[src/rtl/video_mon_pkg.sv]
`default_nettype none
// video_mon_pkg: shared count type, FSM state codes, error bit indices and
// saturating-count helpers for video_timing_monitor. Rev 1.0
package video_mon_pkg;

    typedef logic [15:0] count_t;

    localparam count_t CNT_MAX = 16'hFFFF;

    localparam int         STATE_W    = 2;
    localparam logic [1:0] ST_IDLE    = 2'd0;
    localparam logic [1:0] ST_ACQUIRE = 2'd1;
    localparam logic [1:0] ST_LOCKED  = 2'd2;

    localparam int ERR_H_TOTAL  = 0;
    localparam int ERR_HS_WIDTH = 1;
    localparam int ERR_H_ACTIVE = 2;
    localparam int ERR_V_TOTAL  = 3;
    localparam int ERR_VS_WIDTH = 4;
    localparam int ERR_V_ACTIVE = 5;
    localparam int ERR_W        = 6;

    function automatic count_t sat_inc(input count_t c);
        return (c == CNT_MAX) ? c : c + 16'd1;
    endfunction

    // A saturated count can no longer be trusted, so it always mismatches.
    function automatic logic cnt_bad(input count_t c, input count_t expv);
        return (c != expv) || (c == CNT_MAX);
    endfunction

endpackage
`default_nettype wire

[src/rtl/video_timing_monitor_edge_meter.sv]
`default_nettype none
// edge_meter: period and low-width counter for one active-low strobe,
// counting tick_i events with saturation. Rev 1.0
module edge_meter
    import video_mon_pkg::*;
(
    input  logic        clk_i,
    input  logic        rst_i,
    input  logic        fall_i,
    input  logic        rise_i,
    input  logic        low_i,
    input  logic        tick_i,
    output logic [15:0] period_o,
    output logic [15:0] width_o,
    output logic        started_o,
    output logic        rise_o
);

    count_t period_q, period_d;
    count_t width_q,  width_d;
    logic   started_q, started_d;

    // A tick coinciding with the falling edge belongs to the new period.
    always_comb begin
        period_d  = period_q;
        width_d   = width_q;
        started_d = started_q;
        if (fall_i) begin
            period_d  = {15'd0, tick_i};
            width_d   = {15'd0, tick_i};
            started_d = 1'b1;
        end else begin
            if (tick_i) begin
                period_d = sat_inc(period_q);
            end
            if (tick_i && low_i) begin
                width_d = sat_inc(width_q);
            end
        end
    end

    always_ff @(posedge clk_i) begin
        if (rst_i) begin
            period_q  <= '0;
            width_q   <= '0;
            started_q <= 1'b0;
        end else begin
            period_q  <= period_d;
            width_q   <= width_d;
            started_q <= started_d;
        end
    end

    assign period_o  = period_q;
    assign width_o   = width_q;
    assign started_o = started_q;
    assign rise_o    = rise_i;

endmodule
`default_nettype wire

[src/rtl/video_timing_monitor.sv]
`default_nettype none
// video_timing_monitor: passive HS/VS/BLANK timing checker with sticky error
// flags, lock indication and per-frame active-pixel checksum. Rev 1.0
module video_timing_monitor
    import video_mon_pkg::*;
#(
    parameter int HDISP  = 800,
    parameter int VDISP  = 480,
    parameter int HTOTAL = 928,
    parameter int VTOTAL = 525,
    parameter int HPULSE = 48,
    parameter int VPULSE = 3
) (
    input  logic        pixel_clk,
    input  logic        pixel_rst,
    input  logic        video_hs_i,
    input  logic        video_vs_i,
    input  logic        video_blank_i,
    input  logic [23:0] video_rgb_i,
    input  logic        err_clr,
    output logic [5:0]  err,
    output logic        locked,
    output logic        frame_done,
    output logic [15:0] frame_cnt,
    output logic [31:0] frame_sum,
    output logic [15:0] meas_htotal,
    output logic [15:0] meas_hactive,
    output logic [15:0] meas_vtotal,
    output logic [15:0] meas_vactive
);

    localparam count_t HDISP_C  = count_t'(HDISP);
    localparam count_t VDISP_C  = count_t'(VDISP);
    localparam count_t HTOTAL_C = count_t'(HTOTAL);
    localparam count_t VTOTAL_C = count_t'(VTOTAL);
    localparam count_t HPULSE_C = count_t'(HPULSE);
    localparam count_t VPULSE_C = count_t'(VPULSE);

    logic        hs_s1_q, hs_s2_q, vs_s1_q, vs_s2_q, blank_s1_q;
    logic [23:0] rgb_s1_q;
    logic [1:0]  vld_q;

    // Stage 2 only holds real bus data two cycles after reset; until then no
    // edges are reported so a strobe already low at reset is not a false fall.
    always_ff @(posedge pixel_clk) begin
        if (pixel_rst) begin
            hs_s1_q    <= 1'b1;
            hs_s2_q    <= 1'b1;
            vs_s1_q    <= 1'b1;
            vs_s2_q    <= 1'b1;
            blank_s1_q <= 1'b0;
            rgb_s1_q   <= '0;
            vld_q      <= '0;
        end else begin
            hs_s1_q    <= video_hs_i;
            hs_s2_q    <= hs_s1_q;
            vs_s1_q    <= video_vs_i;
            vs_s2_q    <= vs_s1_q;
            blank_s1_q <= video_blank_i;
            rgb_s1_q   <= video_rgb_i;
            vld_q      <= {vld_q[0], 1'b1};
        end
    end

    logic hs_fall, hs_rise, vs_fall, vs_rise;
    assign hs_fall = vld_q[1] & ~hs_s1_q &  hs_s2_q;
    assign hs_rise = vld_q[1] &  hs_s1_q & ~hs_s2_q;
    assign vs_fall = vld_q[1] & ~vs_s1_q &  vs_s2_q;
    assign vs_rise = vld_q[1] &  vs_s1_q & ~vs_s2_q;

    logic [15:0] h_period, h_width, v_period, v_width;
    logic        h_started, v_started, hs_rise_m, vs_rise_m;

    edge_meter u_hs_meter (
        .clk_i     (pixel_clk),
        .rst_i     (pixel_rst),
        .fall_i    (hs_fall),
        .rise_i    (hs_rise),
        .low_i     (~hs_s1_q),
        .tick_i    (1'b1),
        .period_o  (h_period),
        .width_o   (h_width),
        .started_o (h_started),
        .rise_o    (hs_rise_m)
    );

    edge_meter u_vs_meter (
        .clk_i     (pixel_clk),
        .rst_i     (pixel_rst),
        .fall_i    (vs_fall),
        .rise_i    (vs_rise),
        .low_i     (~vs_s1_q),
        .tick_i    (hs_fall),
        .period_o  (v_period),
        .width_o   (v_width),
        .started_o (v_started),
        .rise_o    (vs_rise_m)
    );

    count_t      hact_q, hact_d, vact_q, vact_d;
    logic [31:0] sum_q, sum_d;
    logic        line_act;

    assign line_act = hs_fall & h_started & (hact_q != 16'd0);

    always_comb begin
        hact_d = hact_q;
        vact_d = vact_q;
        sum_d  = sum_q;
        if (hs_fall) begin
            hact_d = {15'd0, blank_s1_q};
        end else if (blank_s1_q) begin
            hact_d = sat_inc(hact_q);
        end
        if (vs_fall) begin
            vact_d = {15'd0, line_act};
            sum_d  = blank_s1_q ? {8'd0, rgb_s1_q} : 32'd0;
        end else begin
            if (line_act) begin
                vact_d = sat_inc(vact_q);
            end
            if (blank_s1_q) begin
                sum_d = sum_q + {8'd0, rgb_s1_q};
            end
        end
    end

    logic [STATE_W-1:0] state_q, state_d;
    logic               clean_q, clean_d;
    logic [ERR_W-1:0]   mism;
    logic               cmp_en;

    assign cmp_en = (state_q != ST_IDLE);

    always_comb begin
        mism               = '0;
        mism[ERR_H_TOTAL]  = cmp_en & hs_fall & h_started & cnt_bad(h_period, HTOTAL_C);
        mism[ERR_HS_WIDTH] = cmp_en & hs_rise_m & h_started & cnt_bad(h_width, HPULSE_C);
        mism[ERR_H_ACTIVE] = cmp_en & hs_fall & h_started & (hact_q != 16'd0)
                             & cnt_bad(hact_q, HDISP_C);
        mism[ERR_V_TOTAL]  = cmp_en & vs_fall & v_started & cnt_bad(v_period, VTOTAL_C);
        mism[ERR_VS_WIDTH] = cmp_en & vs_rise_m & v_started & cnt_bad(v_width, VPULSE_C);
        mism[ERR_V_ACTIVE] = cmp_en & vs_fall & v_started & cnt_bad(vact_q, VDISP_C);
    end

    logic [ERR_W-1:0] err_q;
    logic             mism_any_q, frame_done_q;
    logic [15:0]      frame_cnt_q, meas_htotal_q, meas_hactive_q, meas_vtotal_q, meas_vactive_q;
    logic [31:0]      frame_sum_q;

    // A partial frame (first VS fall since reset) reports zero measurements.
    always_ff @(posedge pixel_clk) begin
        if (pixel_rst) begin
            hact_q         <= '0;
            vact_q         <= '0;
            sum_q          <= '0;
            err_q          <= '0;
            mism_any_q     <= 1'b0;
            frame_done_q   <= 1'b0;
            frame_cnt_q    <= '0;
            frame_sum_q    <= '0;
            meas_htotal_q  <= '0;
            meas_hactive_q <= '0;
            meas_vtotal_q  <= '0;
            meas_vactive_q <= '0;
        end else begin
            hact_q       <= hact_d;
            vact_q       <= vact_d;
            sum_q        <= sum_d;
            err_q        <= (err_clr ? '0 : err_q) | mism;
            mism_any_q   <= |mism;
            frame_done_q <= vs_fall;
            if (vs_fall) begin
                frame_cnt_q    <= frame_cnt_q + 16'd1;
                frame_sum_q    <= v_started ? sum_q    : 32'd0;
                meas_vtotal_q  <= v_started ? v_period : 16'd0;
                meas_vactive_q <= v_started ? vact_q   : 16'd0;
            end
            if (hs_fall && h_started) begin
                meas_htotal_q  <= h_period;
                meas_hactive_q <= hact_q;
            end
        end
    end

    // Lock needs one whole frame without a mismatch; clean re-arms every frame.
    always_comb begin
        state_d = state_q;
        clean_d = clean_q;
        case (state_q)
            ST_IDLE: begin
                if (frame_done_q) begin
                    state_d = ST_ACQUIRE;
                    clean_d = 1'b1;
                end
            end
            ST_ACQUIRE: begin
                if (frame_done_q) begin
                    if (clean_q && !mism_any_q) begin
                        state_d = ST_LOCKED;
                    end
                    clean_d = 1'b1;
                end else if (mism_any_q) begin
                    clean_d = 1'b0;
                end
            end
            ST_LOCKED: begin
                if (mism_any_q) begin
                    state_d = ST_ACQUIRE;
                    clean_d = frame_done_q;
                end
            end
            default: begin
                state_d = ST_IDLE;
                clean_d = 1'b0;
            end
        endcase
    end

    always_ff @(posedge pixel_clk) begin
        if (pixel_rst) begin
            state_q <= ST_IDLE;
            clean_q <= 1'b0;
        end else begin
            state_q <= state_d;
            clean_q <= clean_d;
        end
    end

    assign err          = err_q;
    assign locked       = (state_q == ST_LOCKED);
    assign frame_done   = frame_done_q;
    assign frame_cnt    = frame_cnt_q;
    assign frame_sum    = frame_sum_q;
    assign meas_htotal  = meas_htotal_q;
    assign meas_hactive = meas_hactive_q;
    assign meas_vtotal  = meas_vtotal_q;
    assign meas_vactive = meas_vactive_q;

endmodule
`default_nettype wire

[config.mk]
export PLATFORM = sky130hd
export DESIGN_NAME = video_timing_monitor
export DESIGN_NICKNAME = d
export VERILOG_FILES = /design/src/rtl/video_mon_pkg.sv /design/src/rtl/video_timing_monitor_edge_meter.sv /design/src/rtl/video_timing_monitor.sv
export SDC_FILE = /design/constraint.sdc
export NUM_CORES = 1
export LEC_CHECK = 0
export CAP_MARGIN = 20
export CORE_MARGIN = 5
export CORE_UTILIZATION = 50
export CTS_BUF_LIST = sky130_fd_sc_hd__clkbuf_16
export CTS_CLUSTER_SIZE = 28
export DETAILED_ROUTE_END_ITERATION = 6
export GPL_TIMING_DRIVEN = 0
export PLACE_DENSITY = 0.73
export SETUP_SLACK_MARGIN = 0.02
export SYNTH_ARGS = -nofsm -noshare
export SYNTH_HDL_FRONTEND = slang
export SYNTH_SLANG_ARGS = --single-unit
[constraint.sdc]
create_clock -name pixel_clk -period 7.2 [get_ports pixel_clk]
set_input_delay 1.44 -clock pixel_clk [delete_from_list [all_inputs] [get_ports pixel_clk]]
set_output_delay 1.44 -clock pixel_clk [all_outputs]
set_load 0.03 [all_outputs]
==> impl_metrics.yaml <==
placement:
  numPortBuffers: 149
  gp_congestion: 0.946
  dpl.hpwl_um: 24800
cts:
  clock_sinks: 284
  postCtsSetupBuffers: 0
  cts.repair.resized: 0
  root_buffer: "clkbuf_16"
  hold_buffers: 0
  clockBufferDepth: 3
  cts.clk_slew.worst_paths_ps: 60
  cts_htree_levels: 1
  cts_buffers: 30
  cts_tree: "done"
  clock_latency_ps: 550
yosys:
  yosys_warnings: 0
  synth_compound_area_share_pct: 17.5
  synth_area_leaders: "dfxtp_1 45%, xor2_1 4.8%, nand2_1 4.7%"
  synthAdderAreaFrac_pct: 4.08
  yosys.area_share.simple_pct: 23.3
  syn_area_per_cell_um2: 8.87
  synth_edf_count: 0
  synthesis.nets: 1511
  synthDistinctLibCells: 81
  ys.flop_type: "dfxtp_1"
  synth_top_area_share_pct: 44.5
  ys_seq_elements: 284
  synth.most_common_cell: "dfxtp_1"
  yosysSeqAreaShare_pct: 44.5
  synth-xor-area-share_pct: 6.38
  ys_top_cells_by_count: "284 x dfxtp_1, 160 x nand2_1, 143 x nor2_1"
  postSynthCellCount: 1440
  syn_area_mm2: 0.0128
  synthMuxAreaShare_pct: 0.627
  yosys.area.top_type: "dfxtp_1"
  async_reset_ff_share_pct: 0
  synth_top_family_by_area: "simple AND/OR/NAND/NOR gates"
die:
  initial_core_util_pct: 50.7
  num_rows: 58
  chipWidth_um: 170
  boundaryPins: 150
  core_area_mm2: 0.0252
  die_y_um: 170
  die_area_mm2: 0.0288
cells_and_area:
  layout-drive-gt1-share_pct: 5.23
  area_delta_synth_final_pct: 22.6
  fin_nets: 1692
  fin_util_pct: 62.2
  num_antenna_cells: 0
sta:
  skew_ps: 15.3
  finalCritPeriodShare_pct: 47.8
  period_needed_ps: 3440
  finalSetupTns_ps: 0
  hold_violations: 0
  slew_headroom_pct: 43.1
  tightest_slew_ps: 853
  max_freq_ghz: 0.291
  slew_viol_final: 0
  rsz0062_at_grt: "false"
  setup_violations: 0
route:
  drt_first_pass_iters: 5
  ant_nets: 0
  drc: 0
  vias: 11200
  wl_um: 33700
  wl_per_cell_um: 17.1
  vias_per_cell: 5.67
  drtIter0Drc: 831
critical_path:
  cp_data_required_time_ps: 5760
  worstSetupEndpointType: "output pin"
  cp_max_fo: 5
  arrival_ps: 2000
  start_kind: "register"
  slowest_stage: "clkdlybuf4s50_1"
  max_stage_delay_ps: 760
  crit_start: "state_q[0]$_SDFFE_PP0P_"
  crit_type: "register to output pin"
  crit_family: "buffers and inverters"
  crit_chain: "inv_1 -> ha_1 -> clkdlybuf4s50_1"
  path_buf_inv: 2
  reg2reg_from: "sum_q[0]$_SDFFE_PP0P_"
global_routing:
  globalRouteOverflowTotal: 0
  met3_usage_pct: 4.07
  grt_pass1_vias: 10700
  grtUsageTotal_pct: 22.7
  grt-busiest-layer: "met2"
  use_met2_pct: 35.9
  grt.met1_usage_pct: 32.8
  antenna_found_initial: 0
  grt_start_max_net_pins: 15
  grt_pass1_wl_um: 55000
worst_hold_path:
  hp-class: "register to register"
  min-delay-start: "vld_q[0]$_DFF_P_"
flow_run:
  maxCapViolCount: 0
status:
  status: "finished clean"
pwr:
  power-per-cell-area_mw_per_mm2: 214
  vdd_drop_max_mv: 0.135
  leakage_nw: 5.75
-- worst register-to-register path, stage by stage (launching register included) --
cell	delay, ps
dfxtp_1	350
ha_1	230
fa_1	400
a21o_1	230
a311o_1	430
a221oi_4	440
o41ai_1	190
xnor2_1	170
o22ai_1	90
-- per-stage QoR --
stage	cell area (um^2)	std cells	hold WS, ps	power (mW)	worst slack (ps)
3_3_place_gp	14700	1919	437	1.83	3520
5_1_grt	15700	1974	471	3.46	3670
6_report	15700	1974	451	3.34	3760
3_5_place_dp	14700	1919	432	1.84	3460
2_1_floorplan	12800	1440	414	1.77	4760
4_1_cts	15700	1974	451	3.36	3750
-- layer usage --
| metal | part of all wire (%) | vias to the layer above |
|---|---|---|
| li1 | - | 5531 |
| met1 | 47 | 5314 |
| met2 | 44 | 311 |
| met3 | 7.1 | 44 |
| met4 | 1.4 | 0 |
| met5 | 0 | - |
-- final cells by class --
| class | count | area, um^2 |
|---|---|---|
| fill | 2122 | 9520 |
| multi-input combinational | 1048 | 6620 |
| sequential | 284 | 5690 |
| timing repair buffer | 149 | 1490 |
| clock buffer | 31 | 776 |
| tap | 330 | 413 |
| buffer | 79 | 353 |
| clock inverter | 24 | 210 |
| inverter | 29 | 109 |
-- cells by family after synthesis --
| family | Yosys count |
|---|---|
| flip-flops | 284 |
| buffers and inverters | 108 |
| XOR/XNOR | 93 |
| AO/OA/AOI/OAI | 318 |
| adder cells (fa/ha/maj) | 41 |
| multiplexers | 8 |
| AND/OR/NAND/NOR | 588 |
-- registers in the layout, indices dropped and copies added, names as in the netlist, 16 cells and up --
name,count
sum_q,32
u_hs_meter.width_o,16
meas_vtotal,16
frame_sum,32
vact_q,16
hact_q,16
u_vs_meter.period_o,16
rgb_s1_q,24
meas_hactive,16
frame_cnt,16
u_vs_meter.width_o,16
meas_vactive,16
meas_htotal,16
u_hs_meter.period_o,16
-- final timing paths --
| kind | slack [ps] | cells past startpoint | to |
|---|---|---|---|
| max | 3760 | 3 | locked |
| min | 450 | 1 | vld_q[1]$_SDFF_PP0_ |
| max reg2reg | 4500 | 8 | sum_q[20]$_SDFFE_PP0P_ |
| min reg2reg | 450 | 1 | vld_q[1]$_SDFF_PP0_ |
-- where the power goes --
group          switching, mW  internal, mW  leakage (nW)
Clock                  0.620         0.917         0.491
Combinational          0.122        0.0727          2.96
Sequential            0.0195          1.59          2.30
Total                  0.762          2.58          5.75
-- cells in the final DEF (no fill, tap or decap), drive strengths merged, types with 7 or more instances in the layout --
master | netlist | routed
o22ai | 7 | 7
o211ai | 7 | 7
nand4 | 46 | 46
nor2 | 143 | 143
xnor2 | 23 | 23
ha | 40 | 40
and3 | 33 | 33
o21ai | 38 | 38
or3 | 20 | 20
buf | 28 | 28
clkbuf | 51 | 82
nand3 | 59 | 59
nor3 | 16 | 16
clkdlybuf4s50 | 0 | 149
and2 | 11 | 11
a22oi | 16 | 16
a22o | 65 | 65
xor2 | 70 | 70
nand2 | 162 | 162
and4 | 14 | 14
dfxtp | 284 | 284
clkinv | 1 | 16
nor4b | 8 | 8
a31oi | 7 | 7
inv | 28 | 32
a21oi | 107 | 107
nand2b | 10 | 10
nor2b | 28 | 28
a211oi | 10 | 10
a21o | 13 | 13
nor4 | 14 | 14
mux2i | 8 | 8
(Power assumes the default switching activity.)
